==> config.mk <==
export PLATFORM = sky130hd
export DESIGN_NAME = b16_bitplane_serializer
export DESIGN_NICKNAME = d
export VERILOG_FILES = /design/src/rtl/b16_bitplane_serializer.sv
export SDC_FILE = /design/constraint.sdc
export NUM_CORES = 1
export LEC_CHECK = 0
export BUFFER_PORTS_ARGS = -buffer_cell sky130_fd_sc_hd__buf_2
export CAP_MARGIN = 0
export CORE_UTILIZATION = 52
export CTS_BUF_LIST = sky130_fd_sc_hd__clkbuf_8
export CTS_CLUSTER_DIAMETER = 200
export DETAILED_ROUTE_END_ITERATION = 10
export GPL_TIMING_DRIVEN = 0
export PLACE_DENSITY_LB_ADDON = 0.05
export REMOVE_ABC_BUFFERS = 1
export SYNTH_ARGS = -nofsm -noshare
export SYNTH_HDL_FRONTEND = slang
export SYNTH_SLANG_ARGS = --single-unit
==> constraint.sdc <==
create_clock -name clk -period 7.4 [get_ports clk]
set_input_delay 0.37 -clock clk [delete_from_list [all_inputs] [get_ports clk]]
set_output_delay 0.37 -clock clk [all_outputs]
set_load 0.03 [all_outputs]
==> src/rtl/b16_bitplane_serializer.sv <==
// Bit-plane serializer: takes a vector of LANES words and emits MSB-first bit-planes with framing.
// Optional macro BPS_SIGNED_EN flags the sign plane on out_neg for two's-complement words.
module b16_bitplane_serializer #(
    parameter int unsigned LANES = 16,
    parameter int unsigned WMAX  = 16
) (
    input  logic                  clk,
    input  logic                  rst,
    input  logic                  in_valid,
    output logic                  in_ready,
    input  logic [LANES*WMAX-1:0] in_data,
    input  logic [4:0]            in_prec,
    output logic                  out_valid,
    input  logic                  out_ready,
    output logic [LANES-1:0]      out_bits,
    output logic                  out_first,
    output logic                  out_last,
    output logic                  out_neg,
    output logic                  busy
);

    localparam int unsigned KW = $clog2(WMAX);

    typedef enum logic {StIdle, StShift} state_t;

    state_t              state_q, state_d;
    logic [KW-1:0]       k_q, k_d, k_dec, eff_pm1;
    logic [WMAX-1:0]     words_q [LANES];
    logic [WMAX-1:0]     words_d [LANES];
    logic [LANES-1:0]    bits_q, bits_d;
    logic                first_q, first_d;
    logic                last_q, last_d;
    logic                neg_d;
    logic                load, hs;

    // Out-of-range precision (0 or above WMAX) falls back to full width.
    always_comb begin
        if (in_prec == 5'd0 || 32'(in_prec) > WMAX) begin
            eff_pm1 = KW'(WMAX - 1);
        end else begin
            eff_pm1 = KW'(in_prec - 5'd1);
        end
    end

    assign in_ready  = !rst && ((state_q == StIdle) ||
                                (state_q == StShift && k_q == '0 && out_ready));
    assign load      = in_valid && in_ready;
    assign out_valid = (state_q == StShift);
    assign hs        = out_valid && out_ready;
    assign busy      = (state_q == StShift);
    assign k_dec     = k_q - KW'(1);

    always_comb begin
        state_d = state_q;
        k_d     = k_q;
        words_d = words_q;
        bits_d  = bits_q;
        first_d = first_q;
        last_d  = last_q;
        neg_d   = 1'b0;
        if (load) begin
            state_d = StShift;
            k_d     = eff_pm1;
            first_d = 1'b1;
            last_d  = (eff_pm1 == '0);
            neg_d   = 1'b1;
            for (int i = 0; i < int'(LANES); i++) begin
                words_d[i] = in_data[int'(WMAX)*i +: WMAX];
                bits_d[i]  = in_data[int'(WMAX)*i + int'(eff_pm1)];
            end
        end else if (hs) begin
            if (k_q == '0) begin
                state_d = StIdle;
                bits_d  = '0;
                first_d = 1'b0;
                last_d  = 1'b0;
            end else begin
                k_d     = k_dec;
                first_d = 1'b0;
                last_d  = (k_dec == '0);
                for (int i = 0; i < int'(LANES); i++) begin
                    bits_d[i] = words_q[i][k_dec];
                end
            end
        end
    end

    always_ff @(posedge clk or posedge rst) begin
        if (rst) begin
            state_q <= StIdle;
            k_q     <= '0;
            words_q <= '{default: '0};
            bits_q  <= '0;
            first_q <= 1'b0;
            last_q  <= 1'b0;
        end else begin
            state_q <= state_d;
            k_q     <= k_d;
            words_q <= words_d;
            bits_q  <= bits_d;
            first_q <= first_d;
            last_q  <= last_d;
        end
    end

    assign out_bits  = bits_q;
    assign out_first = first_q;
    assign out_last  = last_q;

`ifdef BPS_SIGNED_EN
    // Sign plane is always the first plane of a vector, so neg is only set on load.
    logic neg_q;
    always_ff @(posedge clk or posedge rst) begin
        if (rst) begin
            neg_q <= 1'b0;
        end else if (load || hs) begin
            neg_q <= load ? neg_d : 1'b0;
        end
    end
    assign out_neg = neg_q;
`else
    assign out_neg = 1'b0;
`endif

endmodule

==> summary.md, run 1 <==
| Metric | Value |
|---|---|
| Maxcap violations | `0` |
| Final Power | `7.488 mW` |
| Synth Register Bits | `around 280` |
| Unrepaired setup endpoints after global routing | `false` |
| Initial antenna violation count | `5` |
| Die ar. | `29630 um^2` |
| Setup Skew | `0.01023 ns` |
| Worst slack, placed | `2.416 ns` |
| Crit path required time | `7.91 ns` |
| I/O Pins | `approximately 290` |
| Total Nets Final | `2275` |
| Crit path launch | `k_q[0]` |
| Non-Filler Instances | `2428` |
| Die Wd | `approximately 170 um` |
| Port Buffers | `285` |
| Cell taking the most area after synthesis | `dfrtp_1` |
| RR Startpoint | `k_q[0]` |
| Synth top area share | `between 40 and 50%` |
| Initial core utilization | `between 50% and 60%` |
| Post-DRT Antenna Nets | `0` |
| Detailed-route DRC error count | `0` |
| Clk pin slew, worst setup/hold paths | `roughly 0.060 ns` |
| Clk pwr share | `19.6%` |
| Setup Fix Bufs, Post-CTS | `0` |
| Relative slew slack | `roughly 4.7%` |
| Reg2reg end | `out_bits[11]` |
| Cell area after synthesis | `15050 um^2` |
| Synth top cells by count | `nand2_1 (854), dfrtp_1 (279), mux2i_1 (106)` |
| GR Overflow Total | `0` |
| DRT iter0 DRCs | `around 1100` |
| # setup viols final | `0` |
| RePlAce Congestion | `just over 0.8` |
| Number of global-route vias before repair | `~13000` |
| Placed Cells | `between 2000 and 2500` |
| CTS tree | `built` |
| Static Leak | `slightly above 10 nW` |
| Worst setup EP type | `flop` |
| Pin count of the biggest net entering global routing | `between 100 and 150` |
| FF-to-FF setup slack | `2.41 ns` |
| Seq/Total Area, Yosys | `a little under half` |
| Top-count cell post-synth | `nand2_1` |
| DR vias/cell | `approximately 5.5` |
| Vias after detailed routing | `~13000` |
| Max clock buf depth | `3` |
| Pwr dens | `387.3 nW/um^2` |
| Ys Warns | `0` |
| Core area | `28160 um^2` |
| H-tree depth | `2` |
| Sw Share | `38.78%` |
| Worst setup endpoint | `out_bits[11]` |
| Switch Pwr | `2.904 mW` |
| # rows | `61` |
| Area Growth Syn to Fin | `28.46%` |
| Crit share post-route | `just under 70%` |
| Status | `completed` |
| Clock Sinks | `about 280` |
| Fillers | `2277` |
| Final worst setup slack | `2.412 ns` |
| Post-synth EDFFs | `0` |
| Async set or reset register ratio after synthesis | `between 90% and 100%` |
| First-pass iteration count of the detailed router | `5` |
| Hold Crit Class | `input port to async pin` |
| Syn Inst Count | `~1600` |
| CP Launch Type | `flop` |
| Avg Cell Area, Syn | `around 9.3 um^2` |
| Worst endpoint data arrival time | `5.49 ns` |
| Peak VDD IR | `0.2789 mV` |
| Reg power frac | `around 36%` |
| First-pass GRT wire length | `68790 um` |
| Clk_lat worst skew | `between 0.5 and 0.6 ns` |
| Worst Tran Pin Value | `between 1 and 1.5 ns` |
| Synth area leaders | `dfrtp_1 (46%), nand2_1 (21%), mux4_2 (14%)` |
| CTS Root Buffer Type | `clkbuf_8` |
| Cell variety after synth | `48` |
| Minimum clock period | `between 4 and 5 ns` |
| Share of cells above drive strength 1 | `about a quarter` |
| Total track usage | `between 30% and 40%` |
| Fin. max-slew vios | `0` |
| Avg WL per Cell | `~18 um` |
| Ys flop type | `dfrtp_1` |
| Fmax | `about 0.2 GHz` |
| Comb pwr share | `44.9%` |
| Crit Path Class | `flop to flop` |
| Crit-path max FO | `between 60 and 70` |
| R2R depth | `10` |
| Int Pwr | `4.584 mW` |
| TritonCTS Buffers | `50` |
| Final hold vios | `0` |
| Final HPWL DP | `approximately 28000 um` |
| Die height | `172.1 um` |
| DRT Wirelength | `44370 um` |
==> worst max-delay path, cell delays in order (launching register included) <==
cell	delay (ns)
dfrtp_4	0.75
buf_16	0.34
inv_1	0.17
ha_4	0.15
and4bb_2	0.26
o21ba_4	0.75
buf_16	0.34
nand3_1	1.07
a311o_1	0.68
a31oi_1	0.17
o32a_1	0.17
==> metal layers <==
layer	vias up	global-route usage, %	wire [um]
met5	-	0	23
met2	528	48.39	21080
met1	6461	42.04	19050
met4	4	10.31	1069
met3	90	5.104	3155
li1	6199	-	-
==> cell usage in the layout, fill, tap and decap left out, types with 18 or more instances in the layout <==
| cell | netlist | final |
|---|---|---|
| nand2_1 | 854 | 854 |
| buf_2 | 13 | 285 |
| dfrtp_1 | 279 | 278 |
| dlygate4sd3_1 | 0 | 133 |
| mux2i_1 | 106 | 105 |
| mux4_2 | 93 | 93 |
| clkbuf_8 | 0 | 64 |
| nand3_1 | 44 | 44 |
| inv_1 | 6 | 21 |
| a21oi_1 | 19 | 18 |
==> how the worst min path moves through the flow <==
stage	to	slack, ns	depth (start not counted)
final	words_q[226]	0.02	2
after global routing	words_q[233]	0.005	3
after CTS	words_q[90]	0.0002	3
after global placement	words_q[100]	0.45	2
after floorplan	words_q[101]	0.44	2
after detailed placement	words_q[188]	0.46	2
==> layout make-up <==
cell class | count | area, um^2 | share of cell area [%]
sequential | 279 | 6985 | 36.13
multi-input combinational | 1228 | 7567 | 39.14
antenna | 3 | 7.507 | 0.03883
inverter | 6 | 30.03 | 0.1553
clock inverter | 29 | 155.1 | 0.8025
tap | 378 | 473.0 | 2.446
clock buffer | 64 | 880.8 | 4.556
timing repair buffer | 441 | 3233 | 16.72
==> power groups by stage <==
| stage | Combinational, mW | Sequential, mW | Clock [mW] |
|---|---|---|---|
| final | 3.36 | 2.66 | 1.47 |
| after global routing | 3.67 | 2.74 | 1.57 |
| after CTS | 3.37 | 2.65 | 1.50 |
| after detailed placement | 3.31 | 2.66 | 0 |
| after global placement | 3.19 | 2.69 | 0 |
| after floorplan | 2.22 | 2.67 | 0 |
==> flip-flops by register name, indices dropped and copies added, names as in the netlist <==
name,cells
k_q,4
out_first,1
out_last,1
words_q,256
out_bits,16
busy,1
==> metrics by stage <==
stage          area, um^2  util, %  TNS (ns)  hold WS [ns]
2_1_floorplan       14490        -   -185.21        0.4403
5_1_grt             19330    68.64         0      0.005387
4_1_cts             19320    68.62         0     0.0001515
3_5_place_dp        16960    60.21         0        0.4570
6_report            19330    68.64         0       0.02126
3_3_place_gp        16380    58.18  -1578.51        0.4522
==> cells by family after synthesis <==
group                      count (synthesis)  share of synthesized area [%]
and+or+nand+nor                          937                          24.22
other                                      1                        0.02492
adders and majority gates                  4                         0.3326
muxes                                    200                          21.04
buffers and inverters                    119                          3.899
DFF                                      279                          46.39
xor gates and xnor gates                   5                         0.2910
AOI/OAI and AO/OA                         81                          3.799
==> timing repair <==
action	in CTS	in global routing
endpoints found under the hold margin	133	0
hold buffers	133	0
gates resized for setup	0	0
setup endpoints to repair	0	0
Power figures use the tool's default switching activity.
==> inputs of run 2 (changes only) <==
- CORE_UTILIZATION: 52 -> 55
- clock period: 7.4 -> 5.13 ns (I/O delays scaled with it)
==> run 2 against run 1 <==
First-iteration DRC count rose by 29%. Clock power increased by 45%. Non-clock buffer count is 126 higher. Clock skew rose by 0.011 ns. Design area grew 6.3%. Largest power group unchanged. Global-route usage up 4.7 points.
==> summary.md, run 2 (synthesized netlist as in run 1, its figures left out) <==
| Metric | Value |
|---|---|
| Pin count of the biggest net entering global routing | `approximately 110` |
| Static Leak | `10.73 nW` |
| TritonCTS Buffers | `48` |
| Pwr dens | `about 530 nW/um^2` |
| Final hold vios | `0` |
| CP Launch Type | `flop` |
| Fin area | `approximately 20000 um^2` |
| Count of hold buffers inserted by post-cts repair | `around 260` |
| Die ar. | `28030 um^2` |
| Setup Skew | `around 0.021 ns` |
| Hold Crit Class | `input port to flop` |
| Worst setup EP type | `flop` |
| Post-DRT Antenna Nets | `0` |
| Vias after detailed routing | `approximately 14000` |
| Worst-path cell chain | `inv_1 > ha_4 > and4bb_2 > o21ba_4 > nand2_1 > or4_1 > a31oi_1` |
| Crit path required time | `around 5.6 ns` |
| Final HPWL DP | `28490 um` |
| Port Buffers | `285` |
| Fin. max-slew vios | `0` |
| # rows | `60` |
| First-pass GRT wire length | `around 77000 um` |
| Avg WL per Cell | `~19 um` |
| I/O Pins | `between 200 and 300` |
| Status | `completed` |
| Peak VDD IR | `between 0.4 and 0.5 mV` |
| Initial antenna violation count | `7` |
| Core area | `approximately 27000 um^2` |
| Crit share post-route | `between 80 and 90%` |
| Share of cells above drive strength 1 | `a little under a quarter` |
| Detailed-route DRC error count | `0` |
| DR vias/cell | `5.677` |
| Area Growth Syn to Fin | `36.56%` |
| Maxcap violations | `0` |
| R2R depth | `7` |
| Worst Tran Pin Value | `around 1.3 ns` |
| DRT Wirelength | `approximately 48000 um` |
| Crit-path max cell delay | `about 1.0 ns` |
| Max reg flops | `roughly 260` |
| GR Overflow Total | `0` |
| Crit Path Class | `flop to flop` |
| Total track usage | `between 30% and 40%` |
| RR Startpoint | `k_q[0]` |
| Number of global-route vias before repair | `roughly 15000` |
| Worst slack, placed | `0.6174 ns` |
| Clk_lat worst skew | `0.57 ns` |
| Post-CTS resize count | `0` |
| Relative slew slack | `14.40%` |
| # setup viols final | `0` |
| Crit path launch | `k_q[0]` |
| FF-to-FF setup slack | `0.92 ns` |
| Clock Sinks | `279` |
| Crit-path max FO | `64` |
| Final worst setup slack | `0.9170 ns` |
| Die Wd | `around 170 um` |
| Top reg by flops | `words_q` |
| H-tree depth | `2` |
| First-pass iteration count of the detailed router | `6` |
| Reg2reg end | `out_last` |
| Most frequent cells in the layout | `nand2_1 (854), buf_2 (285), dfrtp_1 (278)` |
| Placed Area | `around 17000 um^2` |
| RePlAce Congestion | `around 0.79` |
| Die height | `167.4 um` |
| Worst setup endpoint | `out_last` |
| Initial core utilization | `about 56%` |
| Fmax | `between 0.2 and 0.25 GHz` |
| DRT iter0 DRCs | `approximately 1400` |
| Clk pin slew, worst setup/hold paths | `0.06 ns` |
| Max clock buf depth | `3` |
| Commonest non-fill, non-tap cell in the layout | `nand2_1` |
| Setup Fix Bufs, Post-CTS | `0` |
| Worst endpoint data arrival time | `between 4 and 5 ns` |
| Minimum clock period | `between 4 and 5 ns` |
| CTS tree | `built` |
| Critical Path Slowest Stage Cell | `nand2_1` |
| Total Nets Final | `2399` |
| Unrepaired setup endpoints after global routing | `false` |
| CTS Root Buffer Type | `clkbuf_8` |
[run 2: changes by cell type in the layout (fill, tap and decap cells not counted), sizes merged]
cell,delta
inv,-9
clkinvlp,-1
clkinv,+1
diode,+3
clkbuf,+1
buf,+2
dlygate4sd3,+124
[run 2: per-stage QoR]
stage | power [mW] | util [%] | std cells | hold WS (ns) | TNS [ns]
after floorplan | 7.042 | - | 1513 | 0.3619 | -1062.50
after global placement | 8.468 | 60.79 | 2139 | 0.4524 | -2806.58
after detailed placement | 8.646 | 62.99 | 2163 | 0.4083 | 0
after CTS | 10.94 | 76.35 | 2505 | 0.05289 | 0
after global routing | 11.64 | 76.47 | 2512 | 0.1268 | 0
final | 10.96 | 76.47 | 2512 | 0.08460 | 0
[run 2: routing by layer]
layer	part of all wire [%]	routed length (um)	GRT usage, %
met1	40	19420	45.88
met2	49	23480	57.64
met3	7.7	3700	6.452
met4	3.4	1628	14.56
met5	0.027	13	0
[run 2: how the worst min path moves through the flow]
| stage | from | to | cells after the start |
|---|---|---|---|
| global route | out_ready | out_first | 4 |
| detailed placement | rst | words_q[77] | 2 |
| finish | out_ready | out_first | 4 |
| floorplan | in_data[240] | words_q[0] | 2 |
| CTS | out_ready | out_first | 4 |
| global placement | words_q[85] | words_q[85] | 2 |
[run 2: report_power, final]
group	internal [mW]	total [mW]	switching (mW)
logic	2.31	5.00	2.69
clock network	1.18	2.13	0.946
registers	3.20	3.84	0.637
total	6.69	11.0	4.28
[run 2: final cells by class]
type                            instances  area (um^2)
Multi-Input combinational cell       1228         7567
Sequential cell                       279         6985
Fill cell                            1875         6325
Timing Repair Buffer                  567         4508
Clock buffer                           65        894.6
Tap cell                              341        426.7
Clock inverter                         20        123.9
Inverter                                6        30.03
Antenna cell                            6        15.01
[run 2: critical path, delay by kind of cell, from the launching register on]
| family | cells | cell delay, ns |
|---|---|---|
| simple gates | 3 | 2.06 |
| compound gates | 2 | 0.91 |
| flops | 1 | 0.74 |
| buf+inv | 1 | 0.24 |
| fa+ha+maj | 1 | 0.16 |
==> inputs of run 3 (changes only) <==
- clock period: 5.13 -> 4.3 ns (I/O delays scaled with it)
==> run 3 against run 2 <==
Setup slack worse by 0.70 ns. Count of clock-buffer cells in the layout stayed put. Worst hold slack worse by 0.042 ns. Global-route usage stayed put. Design area hardly changed. Total power is 19% higher. Final cell count hardly changed. Fmax is 3.1% higher. Sequential power is 19% higher. Highest routed layer unchanged. Die area stayed put. Critical endpoint is now out_bits[11]. Utilization hardly changed.
==> summary.md, run 3 (synthesized netlist as in run 1, its figures left out) <==
| Metric | Value |
|---|---|
| Worst endpoint data arrival time | `roughly 4.6 ns` |
| GR Overflow Total | `0` |
| Top reg by flops | `words_q` |
| Comb pwr share | `a little under half` |
| Avg WL per Cell | `between 15 and 20 um` |
| Int Pwr | `7.976 mW` |
| Crit path launch | `k_q[0]` |
| Maxcap violations | `0` |
| Crit-path max cell delay | `0.92 ns` |
| RR Startpoint | `k_q[0]` |
| Worst hold margin | `0.04274 ns` |
| CTS tree | `built` |
| Worst slack, placed | `-0.2126 ns` |
| # setup viols final | `0` |
| Most frequent cells in the layout | `nand2_1 (853), buf_2 (285), dfrtp_1 (278)` |
| Max clock buf depth | `3` |
| Clk pwr share | `19.4%` |
| Placed Cells | `~2200` |
| Commonest non-fill, non-tap cell in the layout | `nand2_1` |
| Storage element area | `6985 um^2` |
| Relative slew slack | `roughly 28%` |
| Final worst setup slack | `0.2134 ns` |
| Crit path required time | `about 4.8 ns` |
| R2R depth | `8` |
| Worst-path cell chain | `inv_1 > ha_4 > and4bb_2 > o21ba_4 > nand3_2 > a311o_1 > a31oi_1 > o32a_1` |
| Final hold vios | `0` |
| Initial core utilization | `56.00%` |
| Fillers | `roughly 1900` |
| H-tree depth | `2` |
| TritonCTS Buffers | `48` |
| DR vias/cell | `5.670` |
| # rows | `60` |
| Minimum clock period | `a little over 4 ns` |
| Worst Tran Pin Value | `approximately 1.1 ns` |
| First-pass GRT wire length | `76590 um` |
| Total track usage | `between 30% and 40%` |
| Core area | `between 20000 and 30000 um^2` |
| Number of global-route vias before repair | `approximately 15000` |
| I/O Pins | `~290` |
| Crit Path Class | `flop to flop` |
| First-pass iteration count of the detailed router | `7` |
| Setup Fix Bufs, Post-CTS | `0` |
| Pwr dens | `636.3 nW/um^2` |
| Vias after detailed routing | `about 14000` |
| CP Launch Type | `flop` |
| Crit-path max FO | `64` |
| Switch Pwr | `5.096 mW` |
| Area Growth Syn to Fin | `36.51%` |
| Reg power frac | `a little over a third` |
| Area of the multi-input gates | `around 7600 um^2` |
| Sw Share | `38.98%` |
| Post-DRT Antenna Nets | `0` |
| Critical Path Slowest Stage Cell | `nand3_2` |
| Detailed-route DRC error count | `0` |
| Non-Filler Instances | `between 2000 and 3000` |
| Die height | `roughly 170 um` |
| Worst setup EP type | `flop` |
| Peak VDD IR | `between 0.5 and 0.6 mV` |
| RePlAce Congestion | `about 0.79` |
| Crit share post-route | `95.04%` |
| Port Buffers | `285` |
| Fin Setup TNS | `0 ns` |
| Pin count of the biggest net entering global routing | `roughly 110` |
| Fin. max-slew vios | `0` |
| Hold Crit Class | `input port to flop` |
| Clock Sinks | `around 280` |
| DRT Wirelength | `48210 um` |
| Initial antenna violation count | `7` |
| Clk pin slew, worst setup/hold paths | `~0.070 ns` |
| Clk_lat worst skew | `~0.56 ns` |
| Max reg flops | `approximately 260` |
| Die Wd | `~170 um` |
| Die ar. | `28030 um^2` |
| Fmax | `0.2447 GHz` |
| FF-to-FF setup slack | `between 0.2 and 0.25 ns` |
| Status | `completed` |
| Final HPWL DP | `28490 um` |
| DRT iter0 DRCs | `roughly 1400` |
| Unrepaired setup endpoints after global routing | `false` |
| Static Leak | `~11 nW` |
| Setup Skew | `0.01763 ns` |
| Worst setup endpoint | `out_bits[11]` |
| Post-layout util | `between 70 and 80%` |
| Total Nets Final | `about 2400` |
| Reg2reg end | `out_bits[11]` |
| Share of cells above drive strength 1 | `a little under a quarter` |
| CTS Root Buffer Type | `clkbuf_8` |
[run 3: cell types whose count changed in the layout (fill, tap and decap cells not counted), sizes merged]
| cell | delta |
|---|---|
| buf | -1 |
[run 3: worst min-delay path by stage]
stage                       startpoint           end  slack (ns)  cells past startpoint
after global placement    in_data[154]  words_q[106]        0.42                      3
after CTS                    out_ready     out_first        0.01                      4
final                        out_ready     out_first        0.04                      4
after global routing         out_ready     out_first        0.09                      4
after detailed placement           rst   words_q[77]        0.37                      2
after floorplan           in_data[240]    words_q[0]        0.32                      2
[run 3: timing repair]
action,CTS,global route
hold endpoints to repair,330,0
hold buffers,257,0
pin swaps,0,0
gates resized for setup,1,1
setup endpoints to repair,2,1
[run 3: power by group through the flow]
stage / clock network, mW / logic (mW) / registers, mW
finish: 2.54 / 5.96 / 4.57
global route: 2.69 / 6.49 / 4.70
CTS: 2.57 / 5.93 / 4.55
detailed placement: 0 / 5.74 / 4.58
global placement: 0 / 5.31 / 4.62
floorplan: 0 / 3.81 / 4.59
[run 3: final cells by class]
class                      instances  share of cell area (%)
sequential                       279                   34.00
clock inverter                    20                  0.6030
inverter                           6                  0.1462
multi-input combinational       1228                   36.87
tap                              341                   2.077
antenna                            6                 0.07309
clock buffer                      65                   4.355
timing repair buffer             566                   21.87
[run 3: critical path, delay by kind of cell (launching register included)]
family / cells / cell delay (ns)
AOI/OAI and AO/OA: 4 / 1.65
adders and majority gates: 1 / 0.16
buffers and inverters: 1 / 0.24
DFF: 1 / 0.74
and+or+nand+nor: 2 / 1.20
[run 3: metrics by stage]
stage / power (mW) / cell area, um^2
finish: 13.07 / 20540
global route: 13.88 / 20540
CTS: 13.05 / 20530
detailed placement: 10.32 / 16930
global placement: 9.932 / 16340
floorplan: 8.401 / 14490
[run 3: metal layers]
metal	track usage (%)	part of all wire [%]	wire [um]
met4	14.56	3.7	1761
met3	6.452	7.8	3750
met1	45.88	40	19340
met2	57.64	48	23340
met5	0	0.027	13
